[src/rtl/uart_tx_sequencer.sv]
// uart_tx_sequencer
//
// Serialises parallel words onto a UART line. It gates an external baud
// generator through baud_enable and advances one bit period on each clk_baud
// tick. A frame is a start bit, DATA_BITS data bits sent LSB first, an optional
// parity bit and STOP_BITS stop bits. One further word can be buffered while a
// frame is in flight, so consecutive frames go out with no idle gap.
//
// Ports:
//   clk          system clock
//   reset        asynchronous, active-high reset
//   in_data      word to transmit
//   in_valid     in_data is valid
//   in_ready     holding register empty; transfer when in_valid && in_ready
//   clk_baud     one-cycle bit tick from the baud generator
//   baud_enable  runs the baud generator (low parks it one count before a tick)
//   tx           serial line, idle high
//   busy         sequencer is not idle
//   frame_done   one-cycle pulse on the edge that ends the last stop bit

module uart_tx_sequencer #(
    parameter int DATA_BITS   = 8,
    parameter int PARITY_MODE = 0,
    parameter int STOP_BITS   = 1
) (
    input  logic                 clk,
    input  logic                 reset,
    input  logic [DATA_BITS-1:0] in_data,
    input  logic                 in_valid,
    output logic                 in_ready,
    input  logic                 clk_baud,
    output logic                 baud_enable,
    output logic                 tx,
    output logic                 busy,
    output logic                 frame_done
);

    localparam int                CNT_W      = $clog2(DATA_BITS + 1);
    localparam logic [CNT_W-1:0]  DATA_LAST  = CNT_W'(DATA_BITS);
    localparam logic [1:0]        STOP_LAST  = 2'(STOP_BITS);
    localparam bit                HAS_PARITY = (PARITY_MODE != 0);

    typedef enum logic [2:0] {
        IDLE,
        ARM,
        START,
        DATA,
        PARITY,
        STOP
    } state_t;

    state_t                 state_reg, state_next;
    logic [DATA_BITS-1:0]   shift_reg, shift_next;
    logic [DATA_BITS-1:0]   hold_reg, hold_next;
    logic                   hold_full_reg, hold_full_next;
    logic                   parity_reg, parity_next;
    logic [CNT_W-1:0]       bit_cnt_reg, bit_cnt_next;
    logic [1:0]             stop_cnt_reg, stop_cnt_next;
    logic                   tx_reg, tx_next;
    logic                   baud_enable_reg, baud_enable_next;
    logic                   frame_done_reg, frame_done_next;
    logic                   accept;

    // Parity is taken from the whole word when it is loaded into the shift
    // register, because the shift register is consumed bit by bit afterwards.
    function automatic logic frame_parity(input logic [DATA_BITS-1:0] word);
        frame_parity = (PARITY_MODE == 2) ? ~(^word) : (^word);
    endfunction

    assign accept      = in_valid && !hold_full_reg;
    assign in_ready    = !hold_full_reg;
    assign busy        = (state_reg != IDLE);
    assign tx          = tx_reg;
    assign baud_enable = baud_enable_reg;
    assign frame_done  = frame_done_reg;

    always_comb begin
        state_next       = state_reg;
        shift_next       = shift_reg;
        hold_next        = hold_reg;
        hold_full_next   = hold_full_reg;
        parity_next      = parity_reg;
        bit_cnt_next     = bit_cnt_reg;
        stop_cnt_next    = stop_cnt_reg;
        tx_next          = tx_reg;
        baud_enable_next = baud_enable_reg;
        frame_done_next  = 1'b0;

        // Words arriving in IDLE skip the holding register entirely.
        if (accept) begin
            if (state_reg == IDLE) begin
                shift_next       = in_data;
                parity_next      = frame_parity(in_data);
                baud_enable_next = 1'b1;
                state_next       = ARM;
            end else begin
                hold_next      = in_data;
                hold_full_next = 1'b1;
            end
        end

        if (clk_baud) begin
            case (state_reg)
                ARM: begin
                    tx_next    = 1'b0;
                    state_next = START;
                end
                START: begin
                    tx_next      = shift_reg[0];
                    shift_next   = shift_reg >> 1;
                    bit_cnt_next = CNT_W'(1);
                    state_next   = DATA;
                end
                DATA: begin
                    if (bit_cnt_reg < DATA_LAST) begin
                        tx_next      = shift_reg[0];
                        shift_next   = shift_reg >> 1;
                        bit_cnt_next = bit_cnt_reg + 1'b1;
                    end else if (HAS_PARITY) begin
                        tx_next    = parity_reg;
                        state_next = PARITY;
                    end else begin
                        tx_next       = 1'b1;
                        stop_cnt_next = 2'd1;
                        state_next    = STOP;
                    end
                end
                PARITY: begin
                    tx_next       = 1'b1;
                    stop_cnt_next = 2'd1;
                    state_next    = STOP;
                end
                STOP: begin
                    if (stop_cnt_reg < STOP_LAST) begin
                        stop_cnt_next = stop_cnt_reg + 1'b1;
                    end else begin
                        frame_done_next = 1'b1;
                        bit_cnt_next    = '0;
                        stop_cnt_next   = '0;
                        if (hold_full_reg) begin
                            shift_next     = hold_reg;
                            parity_next    = frame_parity(hold_reg);
                            hold_full_next = 1'b0;
                            tx_next        = 1'b0;
                            state_next     = START;
                        end else if (accept) begin
                            // A word arriving on the final stop tick goes
                            // straight out; undo the hold load made above.
                            shift_next     = in_data;
                            parity_next    = frame_parity(in_data);
                            hold_full_next = 1'b0;
                            tx_next        = 1'b0;
                            state_next     = START;
                        end else begin
                            baud_enable_next = 1'b0;
                            state_next       = IDLE;
                        end
                    end
                end
                default: ;
            endcase
        end
    end

    always_ff @(posedge clk or posedge reset) begin
        if (reset) begin
            state_reg       <= IDLE;
            shift_reg       <= '0;
            hold_reg        <= '0;
            hold_full_reg   <= 1'b0;
            parity_reg      <= 1'b0;
            bit_cnt_reg     <= '0;
            stop_cnt_reg    <= '0;
            tx_reg          <= 1'b1;
            baud_enable_reg <= 1'b0;
            frame_done_reg  <= 1'b0;
        end else begin
            state_reg       <= state_next;
            shift_reg       <= shift_next;
            hold_reg        <= hold_next;
            hold_full_reg   <= hold_full_next;
            parity_reg      <= parity_next;
            bit_cnt_reg     <= bit_cnt_next;
            stop_cnt_reg    <= stop_cnt_next;
            tx_reg          <= tx_next;
            baud_enable_reg <= baud_enable_next;
            frame_done_reg  <= frame_done_next;
        end
    end

endmodule

[config.mk]
export PLATFORM = sky130hd
export DESIGN_NAME = uart_tx_sequencer
export DESIGN_NICKNAME = d
export VERILOG_FILES = /design/src/rtl/uart_tx_sequencer.sv
export SDC_FILE = /design/constraint.sdc
export NUM_CORES = 1
export LEC_CHECK = 0
export CAP_MARGIN = 20
export CORE_ASPECT_RATIO = 1.2
export CORE_UTILIZATION = 60
export CTS_CLUSTER_SIZE = 28
export DETAILED_ROUTE_END_ITERATION = 12
export PLACE_DENSITY = 0.92
export SETUP_SLACK_MARGIN = 0.05
export SLEW_MARGIN = 30
export SYNTH_ARGS = -nofsm -noshare
export SYNTH_HDL_FRONTEND = slang
export SYNTH_SLANG_ARGS = --single-unit
[constraint.sdc]
create_clock -name clk -period 2.8 [get_ports clk]
set_input_delay 0.56 -clock clk [delete_from_list [all_inputs] [get_ports clk]]
set_output_delay 0.56 -clock clk [all_outputs]
set_load 0.005 [all_outputs]
; ---- Word-level counts from Yosys, hierarchy flattened
; Index checks and enable logic that the tools add are counted.
; Widths: inputs -> output; s select.
[totals]
reg_bits = 29
in_bits = 12
output_inout_bits = 5
wordCells = 78
[op_classes]
n_addsub = 2
magnitude_cmp = 2
n_eq_ne = 9
n_mux = 44
bitwise_logic = 1
n_reduce_logical = 11
[op_table]
columns = cell, count
row1 = $mux 8, 7
row2 = $pmux 8 s3, 1
row3 = $mux 1, 21
row4 = $mux 3, 5
row5 = $pmux 3 s5, 1
row6 = $pmux 4 s3, 1
row7 = $reduce_bool 3->1, 3
row8 = $mux 2, 4
row9 = $mux 4, 2
row10 = $reduce_and 4->1, 2
row11 = $eq 3x2->1 const B, 2
row12 = $eq 3x3->1 const B, 2
row13 = $ne 2x2->1 const B, 3
row14 = $pmux 2 s3, 1
row15 = $pmux 1 s5, 1
row16 = $reduce_bool 5->1, 1
row17 = $add 4x1->4 const B, 1
row18 = $lt 4x4->1 const B, 1
row19 = $eq 3x1->1 const B, 1
row20 = $logic_not 3->1, 1
row21 = $ne 3x3->1 const B, 1
row22 = $reduce_and 3->1, 1
row23 = $add 2x1->2 const B, 1
row24 = $lt 2x1->1 const B, 1
row25 = other kinds (4), 4

; ---- Longest topological paths before layout
; Gate-level depths: netlist of run 1.
[logic_depth]
depth_word = 8
ltp_mapped = 7
mapped_depth_nobuf = 6

; ---- Least setup slack after synthesis of run 1
; Ideal clock, no wire load.
[synth_path]
path_type = flip-flop to flip-flop
startpoint = register stop_cnt_reg[0]
endpoint = register bit_cnt_reg[0]
setup_time_ps = 125
arrival_time_ps = 1568
path_slack_ps = 1107
path_stages_with_launch = 8
path_buffers = 1
path_cell_list = dfrtp_1 > inv_1 > ha_1 > and4bb_4 > a21oi_4 > nor2b_1 > buf_6 > mux2_4
[synth_between]
elab_chain_len = 3
[synth_rtl]
columns = element, line_no
row1 = start: declaration, 58  ; logic [1:0] stop_cnt_reg, stop_cnt_next;
row2 = start signal: assignment, 184  ; stop_cnt_reg <= stop_cnt_next;
row3 = $lt 2x1->1, 134  ; if (stop_cnt_reg < STOP_LAST) begin
row4 = $ne 2x2->1 (no source line), --
row5 = $reduce_and 4->1 (no source line), --
row6 = end signal: assignment, 183  ; bit_cnt_reg <= bit_cnt_next;
row7 = end: declaration, 57  ; logic [CNT_W-1:0] bit_cnt_reg, bit_cnt_next;
; No other way between the ends.
; A chain may end at the register's enable or synchronous reset.

; ---- Worst setup path in the final report of run 1
[layout_path]
startpoint = register state_reg[2]
endpoint = output port busy
[layout_between]
elab_chain_len = 1
[layout_rtl]
columns = element, line_no
row1 = start: declaration, 52  ; state_t state_reg, state_next;
row2 = start signal: assignment, 178  ; state_reg <= state_next;
row3 = $reduce_bool 3->1, 72  ; assign busy = (state_reg != IDLE);
row4 = end: declaration, 34  ; output logic busy,
; No other way between the ends.

==> impl_metrics.toml, run 1 <==
[setup_path]
critical_path_required_ns = 2.24
setup.worst_path.end_class = "output port"
path_buf_inv = 2
crit_path_max_fanout = 15
cp.arrival_ns = 1.73
cp_top_family = "flip-flops"
crit_chain = "nor3_2, inv_1, clkdlybuf4s50_1"
reg2reg_depth = 5
startpoint_type = "flop"
slowest_stage = "dfrtp_1"
crit_path_max_incr_delay_ns = 0.54
cp.depth = 3
criticalPathCategory = "reg -> out"
r2r_start = "state_reg[2]"
startpoint = "state_reg[2]"

[clock_network]
htreeDepth = 2
cts_tree = "yes"
cts_sinks = 29
cts_buffer_depth = 2
cts-buffers-inserted = 5
root_buffer = "clkbuf_4"
post_cts_buffers = 0
cts.hold.buffers_added = 0
ctsResizeCount = 0
insertion_delay_ns = 0.32
clk_pin_slew_ns = 0.08

[min_path]
min_path_type = "reg -> reg"
hp-start = "stop_cnt_reg[1]"
whs_path_depth = 1

[yosys]
synth_top_flop_cell = "dfrtp_1"
synth_top_area_frac = 0.409
synth_warnings = 0
syn_area_per_cell_um2 = 9.84
ys_ff_latch = 29
synth_area_mm2 = 0.00171
ys_async_sr_fraction = 1.00
yosys.area.top_type = "dfrtp_1"
synth_area_leaders = "dfrtp_1 41%, mux2i_1 9.4%, mux2_2 4.6%"
synthCells = 174
synth.most_common_cell = "dfrtp_1"
ys_seq_area_frac = 0.425
synth_edf_count = 0
yosys-top-cells-count = "28 x dfrtp_1, 16 x mux2i_1, 16 x nand2_1"
syn_nets = 188
synth_cell_type_count = 42

[die]
ioPinCount = 17
dieArea_mm2 = 0.00307
rows = 20
fp.dieH_um = 60.5
core-area_mm2 = 0.00263
start_util = 0.651
die-width_um = 50.8

[sta]
slew_viol_final = 0
fmax_ghz = 0.436
tightestPinTransition_ns = 0.606
finalSetupViolations = 0
post-route-worst-setup-slack_ns = 0.506
holdWs_ns = 0.512
timing.final.crit_share = 0.819
slew_headroom = 0.595
hold_viol = 0
finalSetupTns_ns = 0
rsz0062_at_grt = "false"
clock_skew_ns = 0.00317
period_needed_ns = 2.29

[global_routing]
track_usage = 0.272
antenna_found_initial = 0
grt_max_degree = 20
grt_pass1_vias = 1377
grt_overflow_total = 0
grt_pass1_wl_um = 6070

[placed_design]
gp_congestion = 0.837
hpwl_um = 2450
portBuffers = 16
place_ws_ns = 0.582

[pwr]
irDropWorstVdd_uv = 610
power.internal_mw = 1.09
cellPowerDensity_mw_per_mm2 = 943
p_switching_mw = 0.723
seqPwrFrac = 0.439
leakage_nw = 0.879
p_clk_frac = 0.132
pwr-share-comb = 0.429
switching_share = 0.398

[routing]
routed_wirelength_um = 3470
drc = 0
vias_per_cell = 6.17
drt-pass1-iter-count = 4
vias = 1364
first_iter_violations = 55
ant_nets = 0
wl_per_cell_um = 15.7

[final_layout]
diodes = 0
layout.nets = 201
layout-drive-gt1-share = 0.128
fillers = 196
ff_latch_area_um2 = 727
multi_input_area_um2 = 882
area_delta_synth_final_pct = 12.4

[job]
cap_violations = 0

[outcome]
status = "completed"
==> cells in the final DEF (no fill, tap or decap), types with 2 or more instances in the layout <==
master / count
nand3_1: 2
inv_1: 9
a22oi_1: 2
mux2_4: 2
o21ai_0: 14
a21oi_1: 7
nor2_1: 5
and3_1: 3
clkdlybuf4s50_1: 16
nand2_1: 16
ha_1: 2
buf_4: 4
or2b_1: 5
clkbuf_4: 5
nand2b_1: 2
nor2b_1: 6
a31oi_1: 3
a32oi_1: 6
dfrtp_1: 28
mux2_2: 7
a41oi_1: 2
clkbuf_1: 3
mux2i_1: 16
nor3b_1: 2
o22ai_1: 3
a21o_1: 2
==> layout make-up <==
class,instances,share of cell area
tap,33,0.0215
multi-input combinational,122,0.459
inverter,9,0.0176
clock buffer,8,0.0254
timing repair buffer,20,0.0989
sequential,29,0.378
==> kinds of logic after synthesis <==
family                     Yosys count  synth area share
DFF                                 29             0.425
muxes                               25             0.157
adders and majority gates            2            0.0146
buffers and inverters               23            0.0599
and+or+nand+nor                     47             0.155
AOI/OAI and AO/OA                   48             0.189
==> worst paths after layout <==
path                                   endpoint  slack [ns]
worst max-delay path                       busy        0.51
worst min-delay path            stop_cnt_reg[1]        0.51
worst max register to register     shift_reg[2]        0.79
worst min register to register  stop_cnt_reg[1]        0.51
max in group asynchronous        bit_cnt_reg[3]        1.63
min in group asynchronous           hold_reg[2]        0.56
==> metrics by stage <==
stage / instance area, µm² / std cells / util / power (mW)
global placement: 1870 / 213 / 0.713 / 1.51
CTS: 1920 / 221 / 0.732 / 1.81
detailed placement: 1870 / 213 / 0.713 / 1.57
finish: 1920 / 221 / 0.732 / 1.81
floorplan: 1710 / 174 / - / 1.38
global route: 1920 / 221 / 0.732 / 1.95
==> routing by layer <==
metal | vias up | track usage | routed length [µm]
li1 | 652 | - | -
met1 | 676 | 0.313 | 1490
met2 | 29 | 0.469 | 1780
met3 | 7 | 0.0827 | 135
met4 | 0 | 0.123 | 68
met5 | - | 0 | 0
==> power by group through the flow <==
stage	clock network, mW	logic (mW)	registers, mW
after floorplan	0	0.697	0.683
after global placement	0	0.722	0.787
after detailed placement	0	0.768	0.802
after CTS	0.243	0.772	0.795
after global routing	0.259	0.862	0.830
final	0.239	0.778	0.797
Power figures use the tool's default switching activity.
==> run 2: changes to the inputs <==
--- a/config.mk
+++ b/config.mk
@@ -7,10 +7,10 @@
 export LEC_CHECK = 0
 export CAP_MARGIN = 20
 export CORE_ASPECT_RATIO = 1.2
-export CORE_UTILIZATION = 60
+export CORE_UTILIZATION = 51
 export CTS_CLUSTER_SIZE = 28
 export DETAILED_ROUTE_END_ITERATION = 12
-export PLACE_DENSITY = 0.92
+export PLACE_DENSITY = 0.84
 export SETUP_SLACK_MARGIN = 0.05
 export SLEW_MARGIN = 30
 export SYNTH_ARGS = -nofsm -noshare
==> constraint.sdc (replaced) <==
create_clock -name clk -period 1.93 [get_ports clk]
set_input_delay 0.386 -clock clk [delete_from_list [all_inputs] [get_ports clk]]
set_output_delay 0.386 -clock clk [all_outputs]
set_load 0.005 [all_outputs]
==> run 2 against run 1 <==
Clock skew increased by 0.0042 ns. Count of clock-buffer cells in the layout unchanged. Non-clock buffer count up 14. Sequential share of layout area down 2.2 points. Via count increased by 4.7%. Final cell count increased by 7.7%. Hold slack got worse by 0.084 ns. Core utilization is 7.8 points lower. Sequential cell count unchanged. First-iteration DRC count grew 15%. Critical endpoint is now in_ready.
==> impl_metrics.toml, run 2 (synthesis results as in run 1) <==
[setup_path]
reg2reg_slack_ns = 0.17
startpoint = "hold_full_reg"
cp.arrival_ns = 1.43
worstReg2RegEnd = "shift_reg[4]"
crit_path_max_incr_delay_ns = 0.51
path_buf_inv = 2
criticalPathCategory = "reg -> out"
reg2reg_depth = 6
crit_chain = "inv_1, clkdlybuf4s50_1"
setup.worst_path.end_class = "output port"
r2r_start = "state_reg[1]"
critical_path_required_ns = 1.54
cp.depth = 2
startpoint_type = "flop"
crit_path_max_fanout = 7
cp-endpoint = "in_ready"
cp_top_family = "buffers and inverters"
slowest_stage = "clkdlybuf4s50_1"

[global_routing]
met2_usage = 0.405
use_met1 = 0.297
antenna_found_initial = 0
grt.busiest_layer = "met2"
track_usage = 0.246
grt_max_degree = 30
grt_pass1_vias = 1437
met3_usage = 0.0579
grt_pass1_wl_um = 6260
grt_overflow_total = 0

[final_layout]
diodes = 0
layout_commonest_cell = "dfrtp_1"
layout-drive-gt1-share = 0.213
fin_cells = 238
area_delta_synth_final_pct = 20.0
layout.nets = 215
final_area_mm2 = 0.00205
layout_common_cells = "24 x dfrtp_1, 17 x buf_4, 16 x nand2_1, 16 x mux2i_1, 15 x clkdlybuf4s50_1"
utilization = 0.654

[placed_design]
hpwl_um = 2510
place_inst = 223
place_ws_ns = 0.0598
placed_cell_area_mm2 = 0.00193
portBuffers = 16
gp_congestion = 0.824

[sta]
slew_viol_final = 0
fmax_ghz = 0.551
rsz0062_at_grt = "false"
hold_viol = 0
clock_skew_ns = 0.00741
post-route-worst-setup-slack_ns = 0.114
slew_headroom = 0.751
period_needed_ns = 1.82
timing.final.crit_share = 0.941
tightestPinTransition_ns = 0.373
finalSetupTns_ns = 0
finalSetupViolations = 0

[clock_network]
clk_pin_slew_ns = 0.09
cts_tree = "yes"
htreeDepth = 2
cts.hold.buffers_added = 0
root_buffer = "clkbuf_4"
cts_buffer_depth = 2
cts-buffers-inserted = 5
cts_sinks = 29
insertion_delay_ns = 0.32

[routing]
vias = 1428
ant_nets = 0
vias_per_cell = 6.00
first_iter_violations = 63
routed_wirelength_um = 3760
drt-pass1-iter-count = 4
drc = 0
wl_per_cell_um = 15.8

[pwr]
cellPowerDensity_mw_per_mm2 = 1380
leakage_nw = 0.956
irDropWorstVdd_uv = 762

[die]
start_util = 0.545
die-width_um = 54.9
fp.dieH_um = 65.5
core-area_mm2 = 0.00314
ioPinCount = 17
dieArea_mm2 = 0.00359
rows = 22

[outcome]
status = "completed"

[min_path]
min_path_type = "in -> async"

[job]
cap_violations = 0
## run 2: cell type report
cell class / count / area (µm²)
inverter: 9 / 33.8
clock buffer: 8 / 58.8
tap: 36 / 45.0
multi-input combinational: 122 / 888
fill: 256 / 1080
sequential: 29 / 732
timing repair buffer: 34 / 295
## run 2: what timing repair did
| action | in CTS | in global routing |
|---|---|---|
| resized for setup | 5 | 1 |
| setup endpoints to repair | 2 | 2 |
| pin swaps | 0 | 1 |
| buffers inserted | 2 | 5 |
## run 2: worst min path at each step
stage	start	to	cells past startpoint
2_1_floorplan	reset	baud_enable	1
3_3_place_gp	stop_cnt_reg[1]	stop_cnt_reg[1]	1
3_5_place_dp	hold_reg[2]	hold_reg[2]	1
4_1_cts	reset	shift_reg[1]	3
5_1_grt	reset	shift_reg[1]	3
6_report	reset	hold_reg[1]	3
## run 2: tightest hold or removal path, delay by kind of cell
kind	cells	cell delay [ns]
buffers and inverters	3	0.79
## run 2: through the flow
step	hold WS (ns)	power [mW]
2_1_floorplan	0.463	2.00
3_3_place_gp	0.475	2.27
3_5_place_dp	0.499	2.32
4_1_cts	0.433	2.78
5_1_grt	0.456	3.05
6_report	0.428	2.84
## run 2: per-layer routing
layer	vias up	part of all wire
met5	-	0
met4	0	0.010
li1	682	-
met1	706	0.41
met3	4	0.033
met2	36	0.55
## run 2: report_power, final
| group | switching (mW) | internal, mW | leakage [nW] | total, mW |
|---|---|---|---|---|
| clock network | 0.206 | 0.180 | 0.0326 | 0.386 |
| logic | 0.681 | 0.698 | 0.576 | 1.38 |
| registers | 0.203 | 0.868 | 0.348 | 1.07 |
| total | 1.09 | 1.75 | 0.956 | 2.84 |
==> run 3: changes to the inputs <==
--- a/config.mk
+++ b/config.mk
@@ -5,6 +5,7 @@
 export SDC_FILE = /design/constraint.sdc
 export NUM_CORES = 1
 export LEC_CHECK = 0
+export ABC_CLOCK_PERIOD_IN_PS = 1930
 export CAP_MARGIN = 20
 export CORE_ASPECT_RATIO = 1.2
 export CORE_UTILIZATION = 51
==> results of run 3 <==
The final DEF is identical to that of run 2; final timing and power are the same.
